===== src/rtl/kw11p.sv =====
// kw11p -- KW11-P class programmable real-time clock, UNIBUS slave and
// interrupting device.
//
// Registers (word offsets from ADDR):
//   +0 CSR  15 ERR(ro) 7 DONE(ro) 6 IE 5 FIX(wo) 4 UP 3 REPEAT 2:1 RATE 0 RUN
//   +2 CSB  count-set buffer, write-only (reads 0); a write also loads CTR
//   +4 CTR  16-bit counter, read-only
//
// RATE: 00 = 100 kHz, 01 = 10 kHz, 10 = LINE_HZ, 11 = external input.
// Optional build macro KW11P_EXTCLK_EN: when defined, ext_clk is
// synchronised and each rising edge is a tick at RATE=11; otherwise
// ext_clk is ignored and RATE=11 only counts FIX ticks.
//
// Ports:
//   clk, reset         system clock, asynchronous active-low reset
//   bus_init           UNIBUS INIT, synchronous clear
//   bus_d, bus_addr    data and address lines (inputs)
//   bus_c0, bus_c1     cycle type (DATI / DATO / DATOB)
//   bus_bbsy, bus_msyn, bus_ssyn, bus_sack, bus_intr   bus control inputs
//   bus_bg_in/out      bus-grant daisy chain (levels 4..7 on bits 0..3)
//   bus_br             bus request, only bit BR-4 is ever driven
//   bus_*_out          control and data lines driven by this device
//   ext_clk            external rate input
module kw11p #(
  parameter logic [17:0] ADDR    = 18'o772540,  // must be 8-byte aligned
  parameter logic [15:0] VEC     = 16'o104,
  parameter int          BR      = 6,
  parameter int          CLK_HZ  = 50_000_000,
  parameter int          LINE_HZ = 60
) (
  input  logic        clk,
  input  logic        reset,
  input  logic        bus_init,
  input  logic [15:0] bus_d,
  input  logic [17:0] bus_addr,
  input  logic        bus_c0,
  input  logic        bus_c1,
  input  logic        bus_bbsy,
  input  logic        bus_msyn,
  input  logic        bus_ssyn,
  input  logic        bus_sack,
  input  logic        bus_intr,
  input  logic [3:0]  bus_bg_in,
  output logic [3:0]  bus_bg_out,
  output logic [3:0]  bus_br,
  output logic        bus_ssyn_out,
  output logic        bus_sack_out,
  output logic        bus_bbsy_out,
  output logic        bus_intr_out,
  output logic [15:0] bus_d_out,
  input  logic        ext_clk
);

  // Bus levels 4..7 map onto bits 0..3 of the grant/request vectors.
  localparam int          BR_BIT  = BR - 4;
  localparam logic [3:0]  BR_MASK = 4'(1 << BR_BIT);

  localparam int unsigned DIV_100K = CLK_HZ / 100_000;
  localparam int unsigned DIV_LINE = CLK_HZ / LINE_HZ;
  localparam int          W_100K   = $clog2(DIV_100K + 1);
  localparam int          W_LINE   = $clog2(DIV_LINE + 1);

  typedef enum logic [1:0] {S_IDLE, S_ACK, S_HOLD}    slv_state_t;
  typedef enum logic [1:0] {I_IDLE, I_SACK, I_MASTER} int_state_t;

  // ---------------------------------------------------------------------
  // State
  // ---------------------------------------------------------------------
  logic              ie, up, rep, run, done, err;
  logic [1:0]        rate;
  logic [15:0]       csb, ctr;
  logic              fix_tick;
  logic              msyn_q;
  slv_state_t        slv_state;
  logic [15:0]       slave_data;
  int_state_t        int_state;
  logic              req;
  logic [15:0]       vec_data;

  logic [W_100K-1:0] cnt_100k;
  logic [3:0]        cnt_10k;
  logic [W_LINE-1:0] cnt_line;
  logic              tick_ext;

  // ---------------------------------------------------------------------
  // Free-running prescalers
  // ---------------------------------------------------------------------
  logic tick_100k, tick_10k, tick_line;

  assign tick_100k = (cnt_100k == W_100K'(DIV_100K - 1));
  assign tick_10k  = tick_100k && (cnt_10k == 4'd9);
  assign tick_line = (cnt_line == W_LINE'(DIV_LINE - 1));

  // NOTE: sequential state is assigned only with <= so every flop samples
  // the pre-edge value of its neighbours; blocking here would create
  // order-dependent simulation and mismatches against synthesis.
  always_ff @(posedge clk or negedge reset) begin
    if (!reset) begin
      cnt_100k <= '0;
      cnt_10k  <= '0;
      cnt_line <= '0;
    end else if (bus_init) begin
      cnt_100k <= '0;
      cnt_10k  <= '0;
      cnt_line <= '0;
    end else begin
      cnt_100k <= tick_100k ? '0 : cnt_100k + 1'b1;
      if (tick_100k) cnt_10k <= (cnt_10k == 4'd9) ? 4'd0 : cnt_10k + 4'd1;
      cnt_line <= tick_line ? '0 : cnt_line + 1'b1;
    end
  end

`ifdef KW11P_EXTCLK_EN
  // Two synchroniser flops, third flop for rising-edge detection.
  logic [2:0] ext_sync;

  always_ff @(posedge clk or negedge reset) begin
    if (!reset)        ext_sync <= '0;
    else if (bus_init) ext_sync <= '0;
    else               ext_sync <= {ext_sync[1:0], ext_clk};
  end

  assign tick_ext = ext_sync[1] & ~ext_sync[2];

  logic unused_ok;
  assign unused_ok = &{1'b0, bus_sack, bus_intr};
`else
  assign tick_ext = 1'b0;

  logic unused_ok;
  assign unused_ok = &{1'b0, bus_sack, bus_intr, ext_clk};
`endif

  // ---------------------------------------------------------------------
  // Decode, read mux and counter next-state
  // ---------------------------------------------------------------------
  logic        reg_hit, start, wr_csr, wr_csb, rd_csr;
  logic [15:0] wr_mask, csr_image, csr_wr_val, csb_wr_val, rd_data;
  logic        rate_tick, count_tick, evt, ie_rise;
  logic [15:0] ctr_next;

  // NOTE: every always_comb output gets a default on entry, so no path
  // can leave a signal unassigned and infer a latch.
  always_comb begin
    reg_hit    = 1'b0;
    start      = 1'b0;
    wr_mask    = 16'h0000;
    csr_image  = 16'h0000;
    csr_wr_val = 16'h0000;
    csb_wr_val = 16'h0000;
    rd_data    = 16'h0000;
    wr_csr     = 1'b0;
    wr_csb     = 1'b0;
    rd_csr     = 1'b0;
    rate_tick  = 1'b0;
    count_tick = 1'b0;
    ctr_next   = ctr;
    evt        = 1'b0;
    ie_rise    = 1'b0;

    // Offset +6 is not a register of this device.
    reg_hit = (bus_addr[17:3] == ADDR[17:3]) && (bus_addr[2:1] != 2'b11);
    start   = bus_msyn && !msyn_q && (slv_state == S_IDLE) && reg_hit;

    if (bus_c1) begin
      if (!bus_c0)         wr_mask = 16'hFFFF;
      else if (bus_addr[0]) wr_mask = 16'hFF00;
      else                 wr_mask = 16'h00FF;
    end

    csr_image  = {err, 7'b0, done, ie, 1'b0, up, rep, rate, run};
    csr_wr_val = (csr_image & ~wr_mask) | (bus_d & wr_mask);
    csb_wr_val = (csb & ~wr_mask) | (bus_d & wr_mask);

    wr_csr = start &&  bus_c1 && (bus_addr[2:1] == 2'b00);
    wr_csb = start &&  bus_c1 && (bus_addr[2:1] == 2'b01);
    rd_csr = start && !bus_c1 && (bus_addr[2:1] == 2'b00);

    case (bus_addr[2:1])
      2'b00:   rd_data = csr_image;
      2'b10:   rd_data = ctr;
      default: rd_data = 16'h0000;
    endcase

    case (rate)
      2'b00:   rate_tick = tick_100k;
      2'b01:   rate_tick = tick_10k;
      2'b10:   rate_tick = tick_line;
      default: rate_tick = tick_ext;
    endcase

    // FIX ticks count regardless of RUN; they are only generated while
    // the clock is stopped.
    count_tick = (run && rate_tick) || fix_tick;

    if (up) begin
      ctr_next = ctr + 16'd1;
      evt      = count_tick && (ctr == 16'hFFFF);
    end else begin
      ctr_next = ctr - 16'd1;                      // 0 wraps with no event
      evt      = count_tick && (ctr == 16'd1);
    end

    ie_rise = wr_csr && csr_wr_val[6] && !ie && done;
  end

  // ---------------------------------------------------------------------
  // Registers, counting and slave handshake
  // ---------------------------------------------------------------------
  // NOTE: every register here, including the data-path words, takes the
  // asynchronous reset; the device has no memory arrays that could be
  // left unreset.
  always_ff @(posedge clk or negedge reset) begin
    if (!reset) begin
      ie <= 1'b0; up <= 1'b0; rep <= 1'b0; run <= 1'b0;
      done <= 1'b0; err <= 1'b0; rate <= 2'b00;
      csb <= '0; ctr <= '0; fix_tick <= 1'b0; msyn_q <= 1'b0;
      slv_state <= S_IDLE; slave_data <= '0; bus_ssyn_out <= 1'b0;
    end else if (bus_init) begin
      ie <= 1'b0; up <= 1'b0; rep <= 1'b0; run <= 1'b0;
      done <= 1'b0; err <= 1'b0; rate <= 2'b00;
      csb <= '0; ctr <= '0; fix_tick <= 1'b0; msyn_q <= 1'b0;
      slv_state <= S_IDLE; slave_data <= '0; bus_ssyn_out <= 1'b0;
    end else begin
      msyn_q   <= bus_msyn;
      fix_tick <= 1'b0;

      if (evt) begin
        done <= 1'b1;
        // A same-clock CSR read loses to the event: ERR keeps its value.
        if (!rd_csr) err <= err | done;
        if (rep) begin
          ctr <= csb;
        end else begin
          ctr <= ctr_next;
          run <= 1'b0;
        end
      end else if (count_tick) begin
        ctr <= ctr_next;
      end

      // DATI of CSR: data is latched below from the pre-clear image.
      if (rd_csr && !evt) begin
        done <= 1'b0;
        err  <= 1'b0;
      end

      // Later assignments override the event's RUN clear and CTR update.
      if (wr_csr) begin
        ie       <= csr_wr_val[6];
        up       <= csr_wr_val[4];
        rep      <= csr_wr_val[3];
        rate     <= csr_wr_val[2:1];
        run      <= csr_wr_val[0];
        fix_tick <= csr_wr_val[5] && !csr_wr_val[0];
      end

      if (wr_csb) begin
        csb <= csb_wr_val;
        ctr <= csb_wr_val;
      end

      case (slv_state)
        S_IDLE: begin
          if (start) begin
            slave_data <= bus_c1 ? 16'h0000 : rd_data;
            slv_state  <= S_ACK;
          end
        end
        S_ACK: begin
          if (!bus_msyn) begin
            slave_data <= '0;
            slv_state  <= S_IDLE;
          end else begin
            bus_ssyn_out <= 1'b1;
            slv_state    <= S_HOLD;
          end
        end
        S_HOLD: begin
          if (!bus_msyn) begin
            bus_ssyn_out <= 1'b0;
            slave_data   <= '0;
            slv_state    <= S_IDLE;
          end
        end
        default: slv_state <= S_IDLE;
      endcase
    end
  end

  // ---------------------------------------------------------------------
  // Interrupt request and bus-master handshake
  // ---------------------------------------------------------------------
  logic req_set;
  assign req_set = (evt && ie) || ie_rise;

  always_ff @(posedge clk or negedge reset) begin
    if (!reset) begin
      int_state <= I_IDLE; req <= 1'b0; vec_data <= '0;
      bus_sack_out <= 1'b0; bus_bbsy_out <= 1'b0; bus_intr_out <= 1'b0;
    end else if (bus_init) begin
      int_state <= I_IDLE; req <= 1'b0; vec_data <= '0;
      bus_sack_out <= 1'b0; bus_bbsy_out <= 1'b0; bus_intr_out <= 1'b0;
    end else begin
      case (int_state)
        I_IDLE: begin
          if (req && bus_bg_in[BR_BIT]) begin
            bus_sack_out <= 1'b1;
            int_state    <= I_SACK;
          end else if (req_set) begin
            req <= 1'b1;
          end else if (!ie) begin
            req <= 1'b0;            // IE cleared before the grant arrived
          end
        end
        I_SACK: begin
          if (!bus_bbsy && !bus_msyn && !bus_ssyn) begin
            bus_sack_out <= 1'b0;
            bus_bbsy_out <= 1'b1;
            bus_intr_out <= 1'b1;
            vec_data     <= VEC;
            int_state    <= I_MASTER;
          end
        end
        I_MASTER: begin
          if (bus_ssyn) begin
            bus_bbsy_out <= 1'b0;
            bus_intr_out <= 1'b0;
            vec_data     <= '0;
            req          <= req_set;  // keep an event that lands right now
            int_state    <= I_IDLE;
          end
        end
        default: int_state <= I_IDLE;
      endcase
    end
  end

  // Grant is withheld while a request is pending or being serviced;
  // otherwise it ripples straight through to downstream devices.
  logic grant_hold;
  assign grant_hold = req || (int_state != I_IDLE);

  assign bus_bg_out = reset ? (bus_bg_in & ~(grant_hold ? BR_MASK : 4'b0000))
                            : 4'b0000;
  assign bus_br     = req ? BR_MASK : 4'b0000;
  assign bus_d_out  = slave_data | vec_data;

endmodule


===== config.mk =====
export PLATFORM = sky130hd
export DESIGN_NAME = kw11p
export DESIGN_NICKNAME = d
export VERILOG_FILES = /design/src/rtl/kw11p.sv
export SDC_FILE = /design/constraint.sdc
export NUM_CORES = 1
export LEC_CHECK = 0
export ABC_AREA = 1
export BUFFER_PORTS_ARGS = -buffer_cell sky130_fd_sc_hd__buf_2
export CAP_MARGIN = 20
export CORE_MARGIN = 2
export CORE_UTILIZATION = 40
export CTS_CLUSTER_DIAMETER = 120
export DETAILED_ROUTE_END_ITERATION = 6
export GPL_TIMING_DRIVEN = 0
export SLEW_MARGIN = 20
export SYNTH_ARGS = -nofsm -noshare
export SYNTH_HDL_FRONTEND = slang
export SYNTH_SLANG_ARGS = --single-unit

===== constraint.sdc =====
create_clock -name clk -period 2.6 [get_ports clk]
set_clock_uncertainty 0.2 [all_clocks]
set_input_delay 0.13 -clock clk [delete_from_list [all_inputs] [get_ports clk]]
set_output_delay 0.13 -clock clk [all_outputs]
set_load 0.005 [all_outputs]

==> results of run 1 <==
[placed cells by master (no fill, tap or decap), drive strengths merged, types with 3 or more instances in the layout]
cell type	synthesis	final
o211ai	3	3
nor3b	3	3
o21ai	48	48
a22oi	3	3
a21oi	42	42
nand4	10	10
dfrtp	99	99
o21a	4	4
conb	1	3
clkinv	2	3
buf	40	111
xor2	15	15
nor3	17	17
nand2	225	225
dlygate4sd3	0	16
nor2	177	177
ha	11	11
nand3	63	63
inv	118	118
o22ai	3	3
clkbuf	8	20
[registers in the layout (all words and copies together) (netlist names), 2 cells and up]
name / flops
int_state: 2
csb: 16
rate: 2
cnt_10k: 4
ctr: 16
cnt_100k: 9
slave_data: 16
slv_state: 2
cnt_line: 20
[layout make-up]
class	count	area, um2
Tap cell	211	264
Inverter	120	455
Clock buffer	13	250
Multi-Input combinational cell	643	3080
Clock inverter	3	23.8
Sequential cell	99	2480
Timing Repair Buffer	87	544
Buffer	47	312
Fill cell	1628	7910
[power by group through the flow]
stage	sequential [mW]	clock (mW)	combinational [mW]
finish	1.90	1.28	1.75
global route	1.93	1.38	2.00
CTS	1.90	1.33	1.75
detailed placement	1.93	0	1.72
global placement	1.93	0	1.72
floorplan	1.87	0	1.25
[worst max-delay path, stage by stage (launching register included)]
cell and delay [ns]:
dfrtp_1 0.54, ha_1 0.23, nand2_1 0.08, nor2_2 0.19, nand4_2 0.14, o21ai_4 0.25, nand3_4 0.15, clkinv_4 0.09
buf_8 0.13, nand2_1 0.07, nand3_1 0.12, nand2_1 0.08
[cells by family after synthesis]
family,after synthesis,synth area share (%)
and+or+nand+nor,500,34.0
other,1,0.0594
adders and majority gates,11,2.18
xor gates and xnor gates,17,2.36
buffers and inverters,168,12.2
AOI/OAI and AO/OA,112,9.96
DFF,99,39.2
[through the flow]
stage	instances	hold slack (ns)	setup slack (ns)	setup TNS (ns)	instance area [um2]
2_1_floorplan	910	-0.366	0.601	0	6320
3_3_place_gp	1191	0.206	-0.192	-6.81	6940
3_5_place_dp	1192	-0.0959	0.252	0	6970
4_1_cts	1224	0.00673	0.235	0	7410
5_1_grt	1223	0.0613	0.00230	0	7410
6_report	1223	0.0202	0.215	0	7410
[cells in the mapped netlist (2+ instances only)]
library cell  instances  area (um2)
a211oi_1              2        15.0
a21oi_1              41         205
a22oi_1               3        22.5
a31oi_1               2        12.5
a32oi_1               2        17.5
buf_2                15        75.1
buf_4                20         150
buf_6                 4        45.0
clkbuf_1              8        30.0
dfrtp_1              99        2480
ha_1                 11         138
inv_1               114         428
inv_2                 4        15.0
nand2_1             221         830
nand2_2               3        18.8
nand3_1              57         285
nand3_2               5        50.1
nand4_1               8        50.1
nand4_2               2        25.0
nor2_1              164         616
nor2_2               10        62.6
nor2_4                3        33.8
nor3_1               15        75.1
nor3_2                2        20.0
nor3b_1               3        22.5
o211ai_1              3        22.5
o21a_1                4        30.0
o21ai_0              44         220
o21ai_1               3        15.0
o22ai_1               3        18.8
or2_2                 2        12.5
xnor2_1               2        17.5
xor2_1               15         131
[per-layer routing]
layer / vias to the layer above / track usage [%] / share of wire [%]
li1: 3026 / - / -
met1: 2618 / 29.6 / 50
met2: 135 / 31.3 / 44
met3: 24 / 3.18 / 4.2
met4: 0 / 7.46 / 2.3
met5: - / 0 / 0
[repair_timing]
item	CTS	global route
resized for setup	0	1
endpoints found under the hold margin	113	0
hold buffers	16	0
endpoints found under the setup margin	0	4
[worst paths after layout]
check                            start  slack, ns  cells past startpoint          end
min                          bus_d[14]       0.02                      5      csb[14]
max                             ctr[0]       0.21                     11      ctr[14]
min reg2reg                cnt_100k[0]       0.26                      1  cnt_100k[0]
max reg2reg                     ctr[0]       0.21                     11      ctr[14]
max in group asynchronous        reset       1.49                      3       csb[7]
min in group asynchronous        reset       0.08                      2  cnt_100k[2]
==> flow_metrics.tcl, run 1 <==
set metrics [dict create \
    pwr-share-clk_pct 26.0 \
    coreArea_mm2 0.0153 \
    relSlewSlack_pct 49.8 \
    synth_flop_cell "dfrtp_1" \
    cts_setup_buffers 0 \
    rsz0062_at_grt "false" \
    leakage_nw 3.80 \
    setup_viol 0 \
    critPathMaxFanout 10 \
    via_per_inst 4.74 \
    p_seq_share_pct 38.6 \
    fin_crit_sh_pct 91.7 \
    start_kind "flip-flop" \
    clockBufferDepth 2 \
    synth_cells 908 \
    final_nets 1067 \
    fin_util_pct 48.4 \
    dieArea_mm2 0.0168 \
    grt_pass1_wl_mm 27.0 \
    chipHeight_um 130 \
    drt_iter0_drc 410 \
    synth_seq_cells 99 \
    cts_tree "yes" \
    period_needed_ns 2.39 \
    net-switching-power_mw 1.86 \
    cp.arrival_ns 2.43 \
    p_comb_share_pct 35.5 \
    drt_drc_violations_left 0 \
    power_mw 4.92 \
    drive_gt1_share_pct 15.9 \
    synth-edff-count 0 \
    cts_root_buffer "clkbuf_16" \
    max_freq_mhz 419 \
    die_w_um 130 \
    hold_viol 0 \
    num_rows 45 \
    synth_area_mm2 0.00632 \
    min_path_type "in -> reg" \
    wl_mm 16.1 \
    postRouteAntennaNets 0 \
    overflow 0 \
    cp-end-kind "flip-flop" \
    initial_core_util_pct 41.3 \
    dp_hpwl_mm 12.2 \
    cap_violations 0 \
    yosysSeqAreaShare_pct 39.2 \
    p_per_area_mw_per_mm2 665 \
    via_count 5803 \
    gp_congestion 0.872 \
    tightest_slew_ns 0.748 \
    final_max_slew_viol_count 0 \
    grt_max_degree 57 \
    place.port_buffers 70 \
    clkSlewWorstSetupHoldPaths_ns 0.07 \
    clock-sinks 99 \
    vdd.ir_drop.worst_mv 0.333 \
    switching_share_pct 37.9 \
    grt_usage_pct 20.5 \
    num_antenna_cells 0 \
    yosys_warnings 0 \
    p_int_mw 3.06 \
    area_delta_synth_final_pct 17.3 \
    synth_cell_type_count 47 \
    clock_latency_ns 0.36 \
    cp.required_ns 2.64 \
    antenna_found_initial 0 \
    synth_async_sr_flop_share_pct 100 \
    drt-pass1-iter-count 5 \
    run_status "finished clean" \
    grt_pass1_vias 5484 \
    boundaryPins 77 \
    path_class "reg -> reg" \
    wl_per_cell_um 13.2 \
    cts_inserted_buffers 9 \
    avgSynthCellArea_um2 6.96 \
    ctsHtreeMaxLevel 3 \
]
Power figures use the tool's default switching activity.
==> run 2, diff against run 1 <==
--- a/config.mk
+++ b/config.mk
@@ -10,9 +10,11 @@
 export CAP_MARGIN = 20
 export CORE_MARGIN = 2
 export CORE_UTILIZATION = 40
+export CTS_BUF_LIST = sky130_fd_sc_hd__clkbuf_4 sky130_fd_sc_hd__clkbuf_8 sky130_fd_sc_hd__clkbuf_16
 export CTS_CLUSTER_DIAMETER = 120
 export DETAILED_ROUTE_END_ITERATION = 6
 export GPL_TIMING_DRIVEN = 0
+export MAX_ROUTING_LAYER = met4
 export SLEW_MARGIN = 20
 export SYNTH_ARGS = -nofsm -noshare
 export SYNTH_HDL_FRONTEND = slang
==> run 2 against run 1 <==
Count of clock-buffer cells in the layout stayed put. First-iteration DRC count down 6.3%. Critical path depth down 2. Global-route usage grew 0.75 points. Cell area barely moved. Routed wire length rose by 0.55%. Combinational power barely moved. Setup slack worse by 0.014 ns. Via count fell by 0.57%. Sequential cell count did not move. Die area stayed put. Largest cell class unchanged. Largest power group unchanged. Highest routed layer unchanged.
==> flow_metrics.tcl, run 2 (synthesized netlist as in run 1, its figures left out) <==
set metrics [dict create \
    run_status "finished clean" \
    cts_setup_buffers 0 \
    final_area_mm2 0.00741 \
    via_per_inst 4.72 \
    reg2reg_from "slv_state[0]" \
    grt_pass1_wl_mm 27.4 \
    start_kind "flip-flop" \
    regMostFlops "cnt_line" \
    final_common_cell "nand2_1" \
    min_path_type "in -> async" \
    mostFrequentLayoutCells "nand2_1, nor2_1, inv_1" \
    dieArea_mm2 0.0168 \
    wl_mm 16.2 \
    ctsHtreeMaxLevel 3 \
    chipHeight_um 130 \
    tightest_slew_ns 0.701 \
    clockBufferDepth 2 \
    postRouteAntennaNets 0 \
    path_cells "inv_1 -> ha_1 -> nand2_1 -> nor2_1 -> nand3_2 -> nor2_4 -> nand3_1 -> nor3_1 -> dlygate4sd3_1" \
    place.port_buffers 70 \
    wl_per_cell_um 13.2 \
    grt_pass1_vias 5569 \
    crit_slowest_cell "dlygate4sd3_1" \
    drt_drc_violations_left 0 \
    boundaryPins 77 \
    num_rows 45 \
    setup_ws_ns 0.201 \
    regToRegEndpoint "fix_tick" \
    hold_viol 0 \
    rr_worst_depth 9 \
    place_area_mm2 0.00697 \
    critPathMaxFanout 5 \
    drt-pass1-iter-count 6 \
    drive_gt1_share_pct 16.2 \
    grt_usage_pct 21.3 \
    power_mw 4.96 \
    relSlewSlack_pct 53.2 \
    final_max_slew_viol_count 0 \
    vdd.ir_drop.worst_mv 0.413 \
    overflow 0 \
    crit_end "fix_tick" \
    largest_register_ffs 20 \
    cap_violations 0 \
    final_nets 1067 \
    rsz0062_at_grt "false" \
    cts_root_buffer "clkbuf_16" \
    dp_hpwl_mm 12.2 \
    die_w_um 130 \
    via_count 5770 \
    num_antenna_cells 0 \
    fin_crit_sh_pct 92.3 \
    cp.arrival_ns 2.50 \
    initial_core_util_pct 41.3 \
    gp_congestion 0.887 \
    setup_viol 0 \
    max_freq_mhz 417 \
    worst_setup_path_startpoint "slv_state[0]" \
    dp_slack_ns 0.250 \
    antenna_found_initial 0 \
    period_needed_ns 2.40 \
    clock_latency_ns 0.36 \
    clkSlewWorstSetupHoldPaths_ns 0.07 \
    coreArea_mm2 0.0153 \
    drt_iter0_drc 384 \
    fin_util_pct 48.4 \
    critical-path-max-stage-delay_ns 0.58 \
    area_delta_synth_final_pct 17.3 \
    p_per_area_mw_per_mm2 669 \
    cp.required_ns 2.70 \
    path_class "reg -> reg" \
    leakage_nw 3.81 \
    clock-sinks 99 \
    reg2reg_setup_slack_ns 0.20 \
    grt_max_degree 77 \
    cts_inserted_buffers 9 \
    cp-end-kind "flip-flop" \
    cts_tree "yes" \
]
## run 2: critical path: cells and delay by family, from the launching register on
| family | cells | cell delay, ns |
|---|---|---|
| AND/OR/NAND/NOR | 6 | 0.90 |
| flip-flops | 1 | 0.38 |
| buffers and inverters | 2 | 0.68 |
| adder cells (fa/ha/maj) | 1 | 0.18 |
## run 2: timing repair
item                       CTS  global route
resized for setup            0             1
setup endpoints to repair    0             1
hold buffers                15             0
hold endpoints to repair   112             0
## run 2: worst min-delay path by stage
stage,startpoint,endpoint,depth (start not counted)
2_1_floorplan,reset,bus_sack_out,0
3_3_place_gp,bus_d[5],fix_tick,3
3_5_place_dp,reset,cnt_100k[4],1
4_1_cts,bus_d[9],csb[9],5
5_1_grt,reset,cnt_10k[3],2
6_report,reset,bus_ssyn_out,2
## run 2: final cells by class
type                    instances  area, um2
flip-flops and latches         99       2480
clock inverters                 3       23.8
plain buffers                  48        315
inverters                     120        455
multi-input cells             643       3080
repair buffers                 86        534
well taps                     211        264
fillers                      1575       7900
clock buffers                  13        262
## run 2: report_power, final
group	leakage, nW	switching, mW	internal [mW]
clock network	0.136	0.602	0.710
logic	2.32	1.08	0.661
registers	1.35	0.182	1.72
total	3.81	1.87	3.09
## run 2: through the flow
step | std cells | setup TNS [ns] | hold WS [ns]
2_1_floorplan | 910 | 0 | -0.366
3_3_place_gp | 1191 | -7.91 | 0.206
3_5_place_dp | 1192 | 0 | -0.172
4_1_cts | 1223 | 0 | 0.000676
5_1_grt | 1223 | 0 | 0.0393
6_report | 1223 | 0 | 0.00832
## run 2: metal layers
| metal | vias up | share of wire (%) | track usage (%) |
|---|---|---|---|
| li1 | 3026 | - | - |
| met1 | 2599 | 50 | 29.6 |
| met2 | 128 | 45 | 32.4 |
| met3 | 17 | 3.9 | 4.00 |
| met4 | 0 | 1.2 | 4.68 |
| met5 | - | 0 | - |
